<file path="src/rtl/usr_pkg.sv">
// Shared encodings for the universal shift register: step modes and multi-step FSM states.
package usr_pkg;

    localparam int unsigned MODE_W = 3;

    typedef enum logic [MODE_W-1:0] {
        MODE_HOLD  = 3'b000,
        MODE_LOAD  = 3'b001,
        MODE_SHL   = 3'b010,
        MODE_SHR   = 3'b011,
        MODE_ROTL  = 3'b100,
        MODE_ROTR  = 3'b101,
        MODE_ASR   = 3'b110,
        MODE_HOLD2 = 3'b111
    } mode_t;

    typedef enum logic {
        ST_IDLE  = 1'b0,
        ST_SHIFT = 1'b1
    } state_t;

    // Modes that may be repeated by the multi-step engine.
    function automatic logic is_multi(input mode_t m);
        return (m == MODE_SHL) || (m == MODE_SHR) || (m == MODE_ROTL) ||
               (m == MODE_ROTR) || (m == MODE_ASR);
    endfunction

    // Modes whose outgoing bit is the MSB (the rest that shift use the LSB).
    function automatic logic out_from_msb(input mode_t m);
        return (m == MODE_SHL) || (m == MODE_ROTL);
    endfunction

    function automatic logic out_from_lsb(input mode_t m);
        return (m == MODE_SHR) || (m == MODE_ROTR) || (m == MODE_ASR);
    endfunction

endpackage

</file>
<file path="src/rtl/universal_shift_register_shift_step.sv">
// One-step next-value function shared by the single-step and multi-step paths.
module shift_step
    import usr_pkg::*;
#(
    parameter int unsigned WIDTH = 8
) (
    input  logic [WIDTH-1:0] q,
    input  mode_t            mode,
    input  logic             ser_in,
    input  logic [WIDTH-1:0] d,
    output logic [WIDTH-1:0] q_next
);

    always_comb begin
        q_next = q;
        case (mode)
            MODE_LOAD: q_next = d;
            MODE_SHL:  q_next = {q[WIDTH-2:0], ser_in};
            MODE_SHR:  q_next = {ser_in, q[WIDTH-1:1]};
            MODE_ROTL: q_next = {q[WIDTH-2:0], q[WIDTH-1]};
            MODE_ROTR: q_next = {q[0], q[WIDTH-1:1]};
            MODE_ASR:  q_next = {q[WIDTH-1], q[WIDTH-1:1]};
            default:   q_next = q;
        endcase
    end

endmodule

</file>
<file path="src/rtl/universal_shift_register.sv">
// Parametrised register with parallel load, single-step shift/rotate and a
// multi-cycle shift-by-N engine with busy/done handshake.
module universal_shift_register
    import usr_pkg::*;
#(
    parameter int unsigned      WIDTH   = 8,
    parameter logic [WIDTH-1:0] RST_VAL = '0,
    parameter int unsigned      CNT_W   = $clog2(WIDTH + 1)
) (
    input  logic             clk,
    input  logic             rst_n,
    input  logic             en,
    input  logic             clr,
    input  logic [2:0]       mode,
    input  logic [WIDTH-1:0] d,
    input  logic             ser_in,
    input  logic             start,
    input  logic [CNT_W-1:0] shamt,
    output logic [WIDTH-1:0] q,
    output logic             ser_out,
    output logic             busy,
    output logic             done
);

    state_t           state, state_nx;
    mode_t            lmode, lmode_nx;
    logic [CNT_W-1:0] cnt, cnt_nx;
    logic [WIDTH-1:0] q_nx, step_q;
    logic             busy_nx, done_nx;
    mode_t            mode_live, step_mode, out_mode;

    assign mode_live = mode_t'(mode);
    assign step_mode = (state == ST_SHIFT) ? lmode : mode_live;

    shift_step #(.WIDTH(WIDTH)) u_step (
        .q      (q),
        .mode   (step_mode),
        .ser_in (ser_in),
        .d      (d),
        .q_next (step_q)
    );

    always_ff @(posedge clk or negedge rst_n) begin
        if (!rst_n) begin
            state <= ST_IDLE;
            lmode <= MODE_HOLD;
            cnt   <= '0;
            q     <= RST_VAL;
            busy  <= 1'b0;
            done  <= 1'b0;
        end else begin
            state <= state_nx;
            lmode <= lmode_nx;
            cnt   <= cnt_nx;
            q     <= q_nx;
            busy  <= busy_nx;
            done  <= done_nx;
        end
    end

    // Priority: clr, then an active multi-step op, then start accept, then single step.
    always_comb begin
        state_nx = state;
        lmode_nx = lmode;
        cnt_nx   = cnt;
        q_nx     = q;
        busy_nx  = busy;
        done_nx  = 1'b0;
        if (clr) begin
            state_nx = ST_IDLE;
            cnt_nx   = '0;
            q_nx     = RST_VAL;
            busy_nx  = 1'b0;
        end else if (state == ST_SHIFT) begin
            if (en) begin
                q_nx   = step_q;
                cnt_nx = cnt - CNT_W'(1);
                if (cnt == CNT_W'(1)) begin
                    state_nx = ST_IDLE;
                    busy_nx  = 1'b0;
                    done_nx  = 1'b1;
                end
            end
        end else if (start && is_multi(mode_live)) begin
            lmode_nx = mode_live;
            cnt_nx   = (shamt > CNT_W'(WIDTH)) ? CNT_W'(WIDTH) : shamt;
            if (cnt_nx == '0) begin
                done_nx = 1'b1;
            end else begin
                state_nx = ST_SHIFT;
                busy_nx  = 1'b1;
            end
        end else if (en) begin
            q_nx = step_q;
        end
    end

    // Outgoing bit follows the mode that the next step will actually use.
    assign out_mode = busy ? lmode : mode_live;

    always_comb begin
        ser_out = 1'b0;
        if (out_from_msb(out_mode)) begin
            ser_out = q[WIDTH-1];
        end else if (out_from_lsb(out_mode)) begin
            ser_out = q[0];
        end
    end

endmodule
</file>
<file path="config.mk">
export PLATFORM = sky130hd
export DESIGN_NAME = universal_shift_register
export DESIGN_NICKNAME = d
export VERILOG_FILES = /design/src/rtl/usr_pkg.sv /design/src/rtl/universal_shift_register_shift_step.sv /design/src/rtl/universal_shift_register.sv
export SDC_FILE = /design/constraint.sdc
export NUM_CORES = 1
export LEC_CHECK = 0
export CAP_MARGIN = 10
export CORE_ASPECT_RATIO = 1.5
export CORE_MARGIN = 10
export CORE_UTILIZATION = 38
export CTS_CLUSTER_SIZE = 10
export DETAILED_ROUTE_END_ITERATION = 6
export GPL_ROUTABILITY_DRIVEN = 1
export HOLD_SLACK_MARGIN = 0.03
export PLACE_DENSITY = 0.68
export RECOVER_POWER = 100
export SETUP_SLACK_MARGIN = 0.15
export SYNTH_ARGS = -nofsm -noshare
export SYNTH_HDL_FRONTEND = slang
export SYNTH_SLANG_ARGS = --single-unit
</file>
<file path="constraint.sdc">
create_clock -name clk -period 2.15 [get_ports clk]
set_clock_uncertainty 0.1 [all_clocks]
set_input_delay 0.43 -clock clk [delete_from_list [all_inputs] [get_ports clk]]
set_output_delay 0.43 -clock clk [all_outputs]
set_load 0.01 [all_outputs]
</file>
==> key figures, run 1 <==
Yosys
  • Sequential fraction of the synthesis area: 34.7%
  • Yosys reg bits: 18
  • Ys Warns: 0
  • Syn Area/Cell: 9.41 um^2
  • Asr flop ratio synth: 100%
  • Synthesized net count: 161
  • Main synth FF type: dfrtp_1
  • Cells after Synth: 138
  • Synth unique cells: 42
  • Mapped Area: 1300 um^2
  • Number of flops mapped to enable cells by yosys: 0

Critical path
  • Startpoint types: flop
  • Crit Reg-Reg Startpoint: state
  • Critical path peak fanout: 5
  • Endpoint class of the critical path: primary output
  • CP max-delay cell: dfrtp_2
  • Largest stage delay, worst path: 480 ps
  • CP bufs+invs: 1
  • Crit path DAT: 1550 ps
  • Cell Chain, Critical Path: mux2_4, o22a_1, a211oi_2, buf_2
  • Critical path depth: 4
  • Crit path from: busy
  • Worst EP required: 1620 ps
  • Delay-heaviest family, CP: flip-flops
  • Crit Path Class: flop to primary output
  • Cells on worst reg2reg path: 5

Floorplan
  • Core area: 3350 um^2
  • I/O pin total: 32
  • FP Rows: 26
  • Die ar.: 6200 um^2
  • Die Ht: 91.6 um
  • Die X: 67.7 um
  • Initial Util: 38.8%

Min path
  • Hold crit path type: flop to flop
  • Hold depth: 1
  • Hold Path Origin: q[1]

CTS
  • Clock transition at path regs: 70 ps
  • CTS max path bufs: 2
  • Num CTS Buffers: 3
  • Cts hold-fix bufs: 0
  • CTS H-Tree Depth: 1
  • Post-CTS setup buffer count: 0
  • Worst skew pair latency: 250 ps
  • TritonCTS sink count: 18
  • CTS tree: done
  • Root buffer cell: clkbuf_8

Power and ir drop
  • Worst VDD drop: 341 uV
  • Leakage: 0.809 nW
  • PwrDens: 632 nW/um^2
  • Overall Power: 1.17 mW

Cells and area
  • # diodes: 0
  • Area Growth Syn to Fin: 42.8%
  • Final #Nets: 217
  • Ratio of cells with drive above 1 in the final layout: 19.3%

Route
  • Vias per cell: 5.48
  • TritonRoute pass-1 iters: 4
  • Final routed DRC violation total: 0
  • Detailed Route Iter0 Violations: 84
  • Final ANT Viol Nets: 0
  • Total number of vias: 1282
  • Per-cell routed wire length: 15.8 um
  • WL final: 3700 um

Global routing
  • Vias in the first global route: 1385
  • Largest net degree at the start of global routing: 19
  • First-pass GRT wire length: 6370 um
  • Antenna violations before repair: 0
  • All-Layer GR Usage: 12.6%
  • Total global routing overflow: 0

Place
  • GP Congestion: 0.777
  • PortBufs: 31
  • DP Wirelength: 2960 um

Timing
  • Period minus WS final: 2080 ps
  • Fmax: 0.480 GHz
  • Fin. max-slew vios: 0
  • Slew HR: 33.3%
  • RSZ-0062 raised after global routing: yes
  • Final hold violations: 0
  • Final period util: 97.0%
  • Final Setup Violations: 0
  • Setup TNS: 0 ps
  • Worst Tran Pin Value: 1000 ps

Job
  • Max Cap Viol: 0

Outcome
  • Outcome: finished, final reports clean
## cells by family after synthesis
group                    synth area share, %
AO/OA/AOI/OAI                           25.6
XOR/XNOR                               0.674
adder cells (fa/ha/maj)                 1.93
buffers and inverters                   3.76
flip-flops                              34.7
multiplexers                            10.7
AND/OR/NAND/NOR                         22.6
## what timing repair did
item	in CTS	in global routing
pin swaps	4	4
setup endpoints to repair	12	11
gates resized for setup	12	5
## state kept, by name (all words and copies together), names as in the netlist
register / cells
cnt: 4
lmode: 3
q: 8
state: 1
done: 1
busy: 1
## Yosys cell counts, drive strengths merged, types with 3 or more instances
master	count	share of area [%]
nand2b	3	1.4
o22ai	3	1.4
or2	8	3.9
nand3	4	1.5
o21ai	10	3.9
nor2	8	2.5
a21oi	6	2.6
nor3	4	2.8
a2bb2oi	7	4.7
nand2	18	5.2
a211oi	3	1.7
a32o	7	5.4
dfrtp	18	35
inv	6	1.7
mux2i	9	9.8
buf	3	2.0
## worst paths after layout
check / to / slack [ps]
setup / recovery: ser_out / 70
hold / removal: q[1] / 420
setup reg to reg: q[4] / 130
hold reg to reg: q[1] / 420
max in group asynchronous: busy / 510
min in group asynchronous: q[4] / 770
## power by group
| group | total (mW) | switching (mW) | internal [mW] | leakage, nW |
|---|---|---|---|---|
| registers | 0.445 | 0.0581 | 0.387 | 0.236 |
| clock network | 0.231 | 0.107 | 0.124 | 0.0216 |
| logic | 0.496 | 0.240 | 0.256 | 0.551 |
| total | 1.17 | 0.406 | 0.767 | 0.809 |
## metal layers
layer	track usage, %	up-vias	routed length (um)
met3	3.69	4	292
met1	12.9	619	1370
met5	0	-	0
li1	-	632	-
met4	4.64	0	44
met2	22.7	27	1990
## layout make-up
type,instances,area [um^2]
fillers,297,1500
multi-input cells,111,830
repair buffers,54,457
flip-flops and latches,18,452
well taps,42,52.6
clock buffers,3,41.3
inverters,6,22.5
## cell usage in the layout, fill, tap and decap left out, types with 5 or more instances in the layout
cell type         n
a32o_1            7
nor2_1            7
buf_4            18
a21oi_1           5
inv_1             6
clkdlybuf4s50_1  17
o21ai_0           9
a2bb2oi_1         7
dfrtp_1          17
mux2i_1           6
dlygate4sd3_1    10
or2_1             6
nand2_1          18
## per-stage QoR
stage          setup slack (ps)  hold WS [ps]  std cells  instance area [um^2]  utilization (%)
3_3_place_gp               -636           410        231                  1810             54.0
6_report                   65.2           416        234                  1850             55.3
2_1_floorplan               276          34.4        138                  1300                -
5_1_grt                    3.61           445        234                  1850             55.3
3_5_place_dp               -735           412        231                  1810             54.0
4_1_cts                    17.8           427        234                  1850             55.3
## worst register-to-register path: stages (launching register included)
cell     delay [ps]
dfrtp_1         550
mux2i_4         410
and2_1          260
a21oi_1         140
a31oi_4         330
a32o_1          180
(Power assumes the default switching activity.)
==> inputs of run 2 (changes only) <==
--- a/config.mk
+++ b/config.mk
@@ -9,13 +9,16 @@
 export CORE_ASPECT_RATIO = 1.5
 export CORE_MARGIN = 10
 export CORE_UTILIZATION = 38
+export CTS_BUF_LIST = sky130_fd_sc_hd__clkbuf_8
 export CTS_CLUSTER_SIZE = 10
 export DETAILED_ROUTE_END_ITERATION = 6
 export GPL_ROUTABILITY_DRIVEN = 1
 export HOLD_SLACK_MARGIN = 0.03
+export MAX_ROUTING_LAYER = met4
 export PLACE_DENSITY = 0.68
 export RECOVER_POWER = 100
 export SETUP_SLACK_MARGIN = 0.15
+export SLEW_MARGIN = 0
 export SYNTH_ARGS = -nofsm -noshare
 export SYNTH_HDL_FRONTEND = slang
 export SYNTH_SLANG_ARGS = --single-unit
==> run 2 against run 1 <==
Maximum frequency about the same. Global-route usage is 0.35 points higher. Critical endpoint unchanged. Critical path depth unchanged. Sequential power hardly changed. Sequential share of layout area unchanged. Clock power is essentially flat. Die area unchanged. Hold slack barely moved.
==> key figures, run 2 (same netlist as run 1, synthesis figures left out) <==
CTS
  • Root buffer cell: clkbuf_8 (unchanged)
  • CTS tree: done (unchanged)
  • Post-CTS setup buffer count: 0 (unchanged)
  • TritonCTS sink count: 18 (unchanged)
  • Worst skew pair latency: 250 ps (about the same)
  • CTS max path bufs: 2 (unchanged)
  • Clock transition at path regs: 70 ps (about the same)
  • Num CTS Buffers: 3 (unchanged)
  • CTS H-Tree Depth: 1 (unchanged)
  • Cts hold-fix bufs: 0 (unchanged)

Global routing
  • All-Layer GR Usage: 12.9% (was 12.6%)
  • Total global routing overflow: 0 (unchanged)
  • Antenna violations before repair: 0 (unchanged)
  • Vias in the first global route: 1385 (unchanged)
  • Largest net degree at the start of global routing: 19 (unchanged)
  • First-pass GRT wire length: 6370 um (unchanged)

Cells and area
  • FF/Latch Area: 452 um^2 (unchanged)
  • Area of the multi-input gates: 830 um^2 (unchanged)
  • Final core utilization: 55.3% (unchanged)
  • Most frequent cells in the layout: nand2_1 (18), buf_4 (18), dfrtp_1 (17), clkdlybuf4s50_1 (17), dlygate4sd3_1 (10) (unchanged)
  • Biggest register: q (unchanged)
  • Max reg flops: 8 (unchanged)
  • Top flop regs: q: 8 flops, cnt: 4 flops, lmode: 3 flops (unchanged)
  • Fill count: 297 (unchanged)
  • Post-Layout Cell Count: 234 (unchanged)
  • Post-layout instance area: 1850 um^2 (unchanged)
  • Final #Nets: 217 (unchanged)
  • Ratio of cells with drive above 1 in the final layout: 19.3% (unchanged)
  • Area Growth Syn to Fin: 42.8% (unchanged)
  • # diodes: 0 (unchanged)

Timing
  • Final hold violations: 0 (unchanged)
  • Fmax: 0.479 GHz (was 0.480 GHz)
  • Period minus WS final: 2090 ps (was 2080 ps)
  • Setup TNS: 0 ps (unchanged)
  • Min setup slack post-route: 64.0 ps (was 65.2 ps)
  • Final Setup Violations: 0 (unchanged)
  • Slew HR: 33.6% (was 33.3%)
  • Final period util: 97.0% (about the same)
  • Worst Tran Pin Value: 996 ps (was 1000 ps)
  • RSZ-0062 raised after global routing: yes (unchanged)
  • Fin. max-slew vios: 0 (unchanged)
  • Min Hold Slack: 416 ps (about the same)

Critical path
  • Crit Path Class: flop to primary output (unchanged)
  • CP bufs+invs: 1 (unchanged)
  • Critical path depth: 4 (unchanged)
  • Critical path peak fanout: 5 (unchanged)
  • Largest stage delay, worst path: 480 ps (about the same)
  • Startpoint types: flop (unchanged)
  • Cells on worst reg2reg path: 5 (unchanged)
  • Crit path DAT: 1560 ps (was 1550 ps)
  • CP max-delay cell: dfrtp_2 (unchanged)
  • Delay-heaviest family, CP: flip-flops (unchanged)
  • Cell Chain, Critical Path: mux2_4, o22a_1, a211oi_2, buf_2 (unchanged)
  • Endpoint class of the critical path: primary output (unchanged)
  • Worst EP required: 1620 ps (about the same)

Place
  • DP Wirelength: 2960 um (unchanged)
  • PortBufs: 31 (unchanged)
  • Placed Cells: 231 (unchanged)
  • Dpl cell area: 1810 um^2 (unchanged)
  • GP Congestion: 0.787 (was 0.777)
  • Dpl ws: -735 ps (unchanged)

Min path
  • Hold depth: 1 (unchanged)
  • Hold crit path type: flop to flop (unchanged)

Route
  • WL final: 3700 um (about the same)
  • TritonRoute pass-1 iters: 5 (was 4)
  • Final ANT Viol Nets: 0 (unchanged)
  • Per-cell routed wire length: 15.8 um (about the same)
  • Vias per cell: 5.54 (was 5.48)
  • Total number of vias: 1296 (was 1282)
  • Detailed Route Iter0 Violations: 82 (was 84)
  • Final routed DRC violation total: 0 (unchanged)

Power and ir drop
  • Worst VDD drop: 341 uV (about the same)
  • Overall Power: 1.17 mW (about the same)
  • PwrDens: 633 nW/um^2 (was 632 nW/um^2)
  • Leakage: 0.809 nW (unchanged)

Outcome
  • Outcome: finished, final reports clean (unchanged)

Floorplan
  • Die X: 67.7 um (unchanged)
  • Die Ht: 91.6 um (unchanged)
  • Die ar.: 6200 um^2 (unchanged)
  • FP Rows: 26 (unchanged)
  • Initial Util: 38.8% (unchanged)
  • Core area: 3350 um^2 (unchanged)
  • I/O pin total: 32 (unchanged)

Job
  • Max Cap Viol: 0 (unchanged)
[run 2: cell counts in the layout (fill, tap and decap cells not counted)]
No cell type changed its count.
[run 2: cell type report]
class	instances	area share [%]
flip-flops and latches	18	24.4
inverters	6	1.21
multi-input cells	111	44.7
repair buffers	54	24.6
clock buffers	3	2.23
well taps	42	2.83
[run 2: timing repair]
action	4_1_cts	5_1_grt
endpoints found under the hold margin	0	0
setup endpoints to repair	12	11
pin swaps	4	4
resized for setup	12	5
[run 2: per-layer routing]
layer / global-route usage (%) / part of all wire (%)
met5: - / 0
met4: 4.64 / 1.5
met3: 3.20 / 7.3
met2: 22.7 / 54
met1: 13.2 / 38
[run 2: where the power goes]
part / switching, mW / total, mW / internal, mW
logic: 0.240 / 0.496 / 0.256
registers: 0.0580 / 0.445 / 0.387
clock network: 0.108 / 0.232 / 0.124
total: 0.406 / 1.17 / 0.767
[run 2: path summary, 6_finish.rpt]
kind | startpoint | endpoint | slack, ps
hold reg to reg | q[1] | q[1] | 420
setup reg to reg | state | q[4] | 130
setup / recovery | busy | ser_out | 60
min in group asynchronous | rst_n | q[4] | 760
hold / removal | q[1] | q[1] | 420
max in group asynchronous | rst_n | busy | 520
[run 2: worst reg2reg max path: stages (launching register included)]
cell     delay [ps]
dfrtp_1         550
mux2i_4         410
and2_1          260
a21oi_1         140
a31oi_4         330
a32o_1          170
==> inputs of run 3 (changes only) <==
--- a/config.mk
+++ b/config.mk
@@ -13,6 +13,7 @@
 export CTS_CLUSTER_SIZE = 10
 export DETAILED_ROUTE_END_ITERATION = 6
 export GPL_ROUTABILITY_DRIVEN = 1
+export GPL_TIMING_DRIVEN = 0
 export HOLD_SLACK_MARGIN = 0.03
 export MAX_ROUTING_LAYER = met4
 export PLACE_DENSITY = 0.68
==> constraint.sdc (replaced) <==
create_clock -name clk -period 2.1 [get_ports clk]
set_clock_uncertainty 0.1 [all_clocks]
set_input_delay 0.42 -clock clk [delete_from_list [all_inputs] [get_ports clk]]
set_output_delay 0.42 -clock clk [all_outputs]
set_load 0.01 [all_outputs]
==> run 3 against run 2 <==
Hold slack worse by 83 ps. Routed wire length fell by 3.8%. Register-to-register slack about the same. Die area is the same. Critical endpoint unchanged. Largest cell class unchanged. Largest power group unchanged.
==> key figures, run 3 (same netlist as run 1, synthesis figures left out) <==
Outcome
  • Outcome: finished, final reports clean (unchanged)

Critical path
  • Critical path peak fanout: 4 (was 5)
  • Worst setup path endpoint: ser_out (unchanged)
  • Worst EP required: 1580 ps (was 1620 ps)
  • Crit Path Class: flop to primary output (unchanged)
  • Crit path from: busy (unchanged)
  • Crit Reg-Reg Startpoint: state (unchanged)
  • Startpoint types: flop (unchanged)
  • CP max-delay cell: dfrtp_2 (unchanged)
  • Cells on worst reg2reg path: 6 (was 5)
  • Crit path DAT: 1500 ps (was 1560 ps)
  • Crit Reg-Reg Endpoint: q[2] (was q[4])
  • Flop2flop setup slack: 120 ps (was 130 ps)
  • Endpoint class of the critical path: primary output (unchanged)
  • Largest stage delay, worst path: 450 ps (was 480 ps)
  • Cell Chain, Critical Path: mux2_4, o22a_1, a211oi_2, buf_2 (unchanged)

Cells and area
  • Final #Nets: 205 (was 217)
  • # diodes: 0 (unchanged)
  • Biggest register: q (unchanged)
  • Post-layout instance area: 1770 um^2 (was 1850 um^2)
  • Final core utilization: 52.9% (was 55.3%)
  • Area Growth Syn to Fin: 36.5% (was 42.8%)
  • Area of the multi-input gates: 811 um^2 (was 830 um^2)
  • Ratio of cells with drive above 1 in the final layout: 17.1% (was 19.3%)
  • Commonest non-fill, non-tap cell in the layout: nand2_1
  • Post-Layout Cell Count: 223 (was 234)
  • Fill count: 313 (was 297)
  • Max reg flops: 8 (unchanged)
  • FF/Latch Area: 453 um^2 (was 452 um^2)
  • Most frequent cells in the layout: nand2_1 (18), dfrtp_1 (16), clkdlybuf4s50_1 (15) (was nand2_1 (18), buf_4 (18), dfrtp_1 (17), clkdlybuf4s50_1 (17), dlygate4sd3_1 (10))
  • Top flop regs: q: 8 flops, cnt: 4 flops, lmode: 3 flops (unchanged)

CTS
  • Num CTS Buffers: 3 (unchanged)
  • CTS H-Tree Depth: 1 (unchanged)
  • Clock transition at path regs: 70 ps (about the same)
  • Root buffer cell: clkbuf_8 (unchanged)
  • TritonCTS sink count: 18 (unchanged)
  • CTS max path bufs: 2 (unchanged)
  • Worst skew pair latency: 250 ps (about the same)
  • CTS tree: done (unchanged)

Place
  • Dpl cell area: 1660 um^2 (was 1810 um^2)
  • Dpl ws: -877 ps (was -735 ps)
  • PortBufs: 31 (unchanged)
  • DP Wirelength: 2710 um (was 2960 um)
  • GP Congestion: 0.808 (was 0.787)
  • Placed Cells: 211 (was 231)

Job
  • Max Cap Viol: 0 (unchanged)

Global routing
  • Vias in the first global route: 1267 (was 1385)
  • Antenna violations before repair: 0 (unchanged)
  • First-pass GRT wire length: 5780 um (was 6370 um)
  • Total global routing overflow: 0 (unchanged)
  • All-Layer GR Usage: 11.8% (was 12.9%)
  • Largest net degree at the start of global routing: 19 (unchanged)

Power and ir drop
  • Int Pwr: 0.807 mW (was 0.767 mW)
  • Switching power: 0.416 mW (was 0.406 mW)
  • Sequential power share: 37.0% (was 37.9%)
  • Switching Fraction: 34.0% (was 34.6%)
  • Proportion of power drawn by combinational gates: 39.5% (was 42.3%)
  • Overall Power: 1.22 mW (was 1.17 mW)
  • Leakage: 0.773 nW (was 0.809 nW)
  • Clock power frac: 23.5% (was 19.8%)
  • Worst VDD drop: 365 uV (was 341 uV)
  • PwrDens: 690 nW/um^2 (was 633 nW/um^2)

Floorplan
  • Die X: 67.7 um (unchanged)
  • Core area: 3350 um^2 (unchanged)
  • I/O pin total: 32 (unchanged)
  • Die Ht: 91.6 um (unchanged)
  • FP Rows: 26 (unchanged)
  • Die ar.: 6200 um^2 (unchanged)
  • Initial Util: 38.8% (unchanged)

Timing
  • Min setup slack post-route: 75.7 ps (was 64.0 ps)
  • Final hold violations: 0 (unchanged)
  • Period minus WS final: 2020 ps
  • Fmax: 0.494 GHz
  • Worst Tran Pin Value: 907 ps (was 996 ps)
  • RSZ-0062 raised after global routing: yes (unchanged)
  • Final period util: 96.4%
  • Final Setup Violations: 0 (unchanged)
  • Fin. max-slew vios: 0 (unchanged)
  • Slew HR: 39.3% (was 33.6%)

Route
  • WL final: 3560 um (was 3700 um)
  • Total number of vias: 1246 (was 1296)
  • Per-cell routed wire length: 16.0 um (was 15.8 um)
  • Final ANT Viol Nets: 0 (unchanged)
  • Detailed Route Iter0 Violations: 51 (was 82)
  • Final routed DRC violation total: 0 (unchanged)
  • Vias per cell: 5.59 (was 5.54)
  • TritonRoute pass-1 iters: 4 (was 5)

Min path
  • Hold crit path type: input pin to flop (was flop to flop)
[run 3: changes by cell type in the layout (fill, tap and decap cells not counted), moves of 2 or more]
cell / previous run / this run
buf_4: 18 / 7
buf_2: 1 / 3
dlygate4sd2_1: 3 / 1
buf_6: 0 / 2
clkdlybuf4s50_1: 17 / 15
clkbuf_1: 4 / 1
[run 3: area by class of cell]
type	instances	share of cell area, %
multi-input cells	111	45.7
flip-flops and latches	18	25.5
repair buffers	39	19.9
clock buffers	4	3.11
well taps	42	2.96
plain buffers	3	1.48
inverters	6	1.27
[run 3: worst max-delay path, delay by kind of cell (launching register included)]
family	cells	cell delay (ps)
muxes	1	310
buffers and inverters	1	150
DFF	1	450
AOI/OAI and AO/OA	2	340
[run 3: power groups by stage]
| stage | sequential, mW | combinational [mW] | clock (mW) |
|---|---|---|---|
| detailed placement | 0.461 | 0.458 | 0 |
| floorplan | 0.458 | 0.290 | 0 |
| CTS | 0.452 | 0.477 | 0.294 |
| finish | 0.452 | 0.483 | 0.288 |
| global placement | 0.460 | 0.447 | 0 |
| global route | 0.460 | 0.532 | 0.311 |
[run 3: worst min-delay path by stage]
stage,start,to,slack (ps),cells past startpoint
floorplan,rst_n,busy,20,0
global placement,q[1],q[1],410,1
detailed placement,q[1],q[1],410,1
CTS,q[1],q[1],430,1
global route,mode[1],lmode[1],350,3
finish,mode[1],lmode[1],330,3
[run 3: stage by stage]
stage / hold slack, ps / TNS (ps)
detailed placement: 410 / -3940
finish: 333 / 0
global placement: 414 / -3570
CTS: 427 / 0
global route: 349 / -7.99
floorplan: 24.4 / 0
[run 3: timing repair]
action                                  CTS  global route
buffers inserted                          3             5
endpoints found under the setup margin   12             9
hold buffers                              0             0
gates resized for setup                  16             6
pin swaps                                 2             2
[run 3: layer usage]
metal	wire [um]	GRT usage, %	vias up
met3	241	2.58	7
met1	1400	12.1	598
met2	1840	20.1	34
li1	-	-	607
met5	0	-	-
met4	76	5.84	0
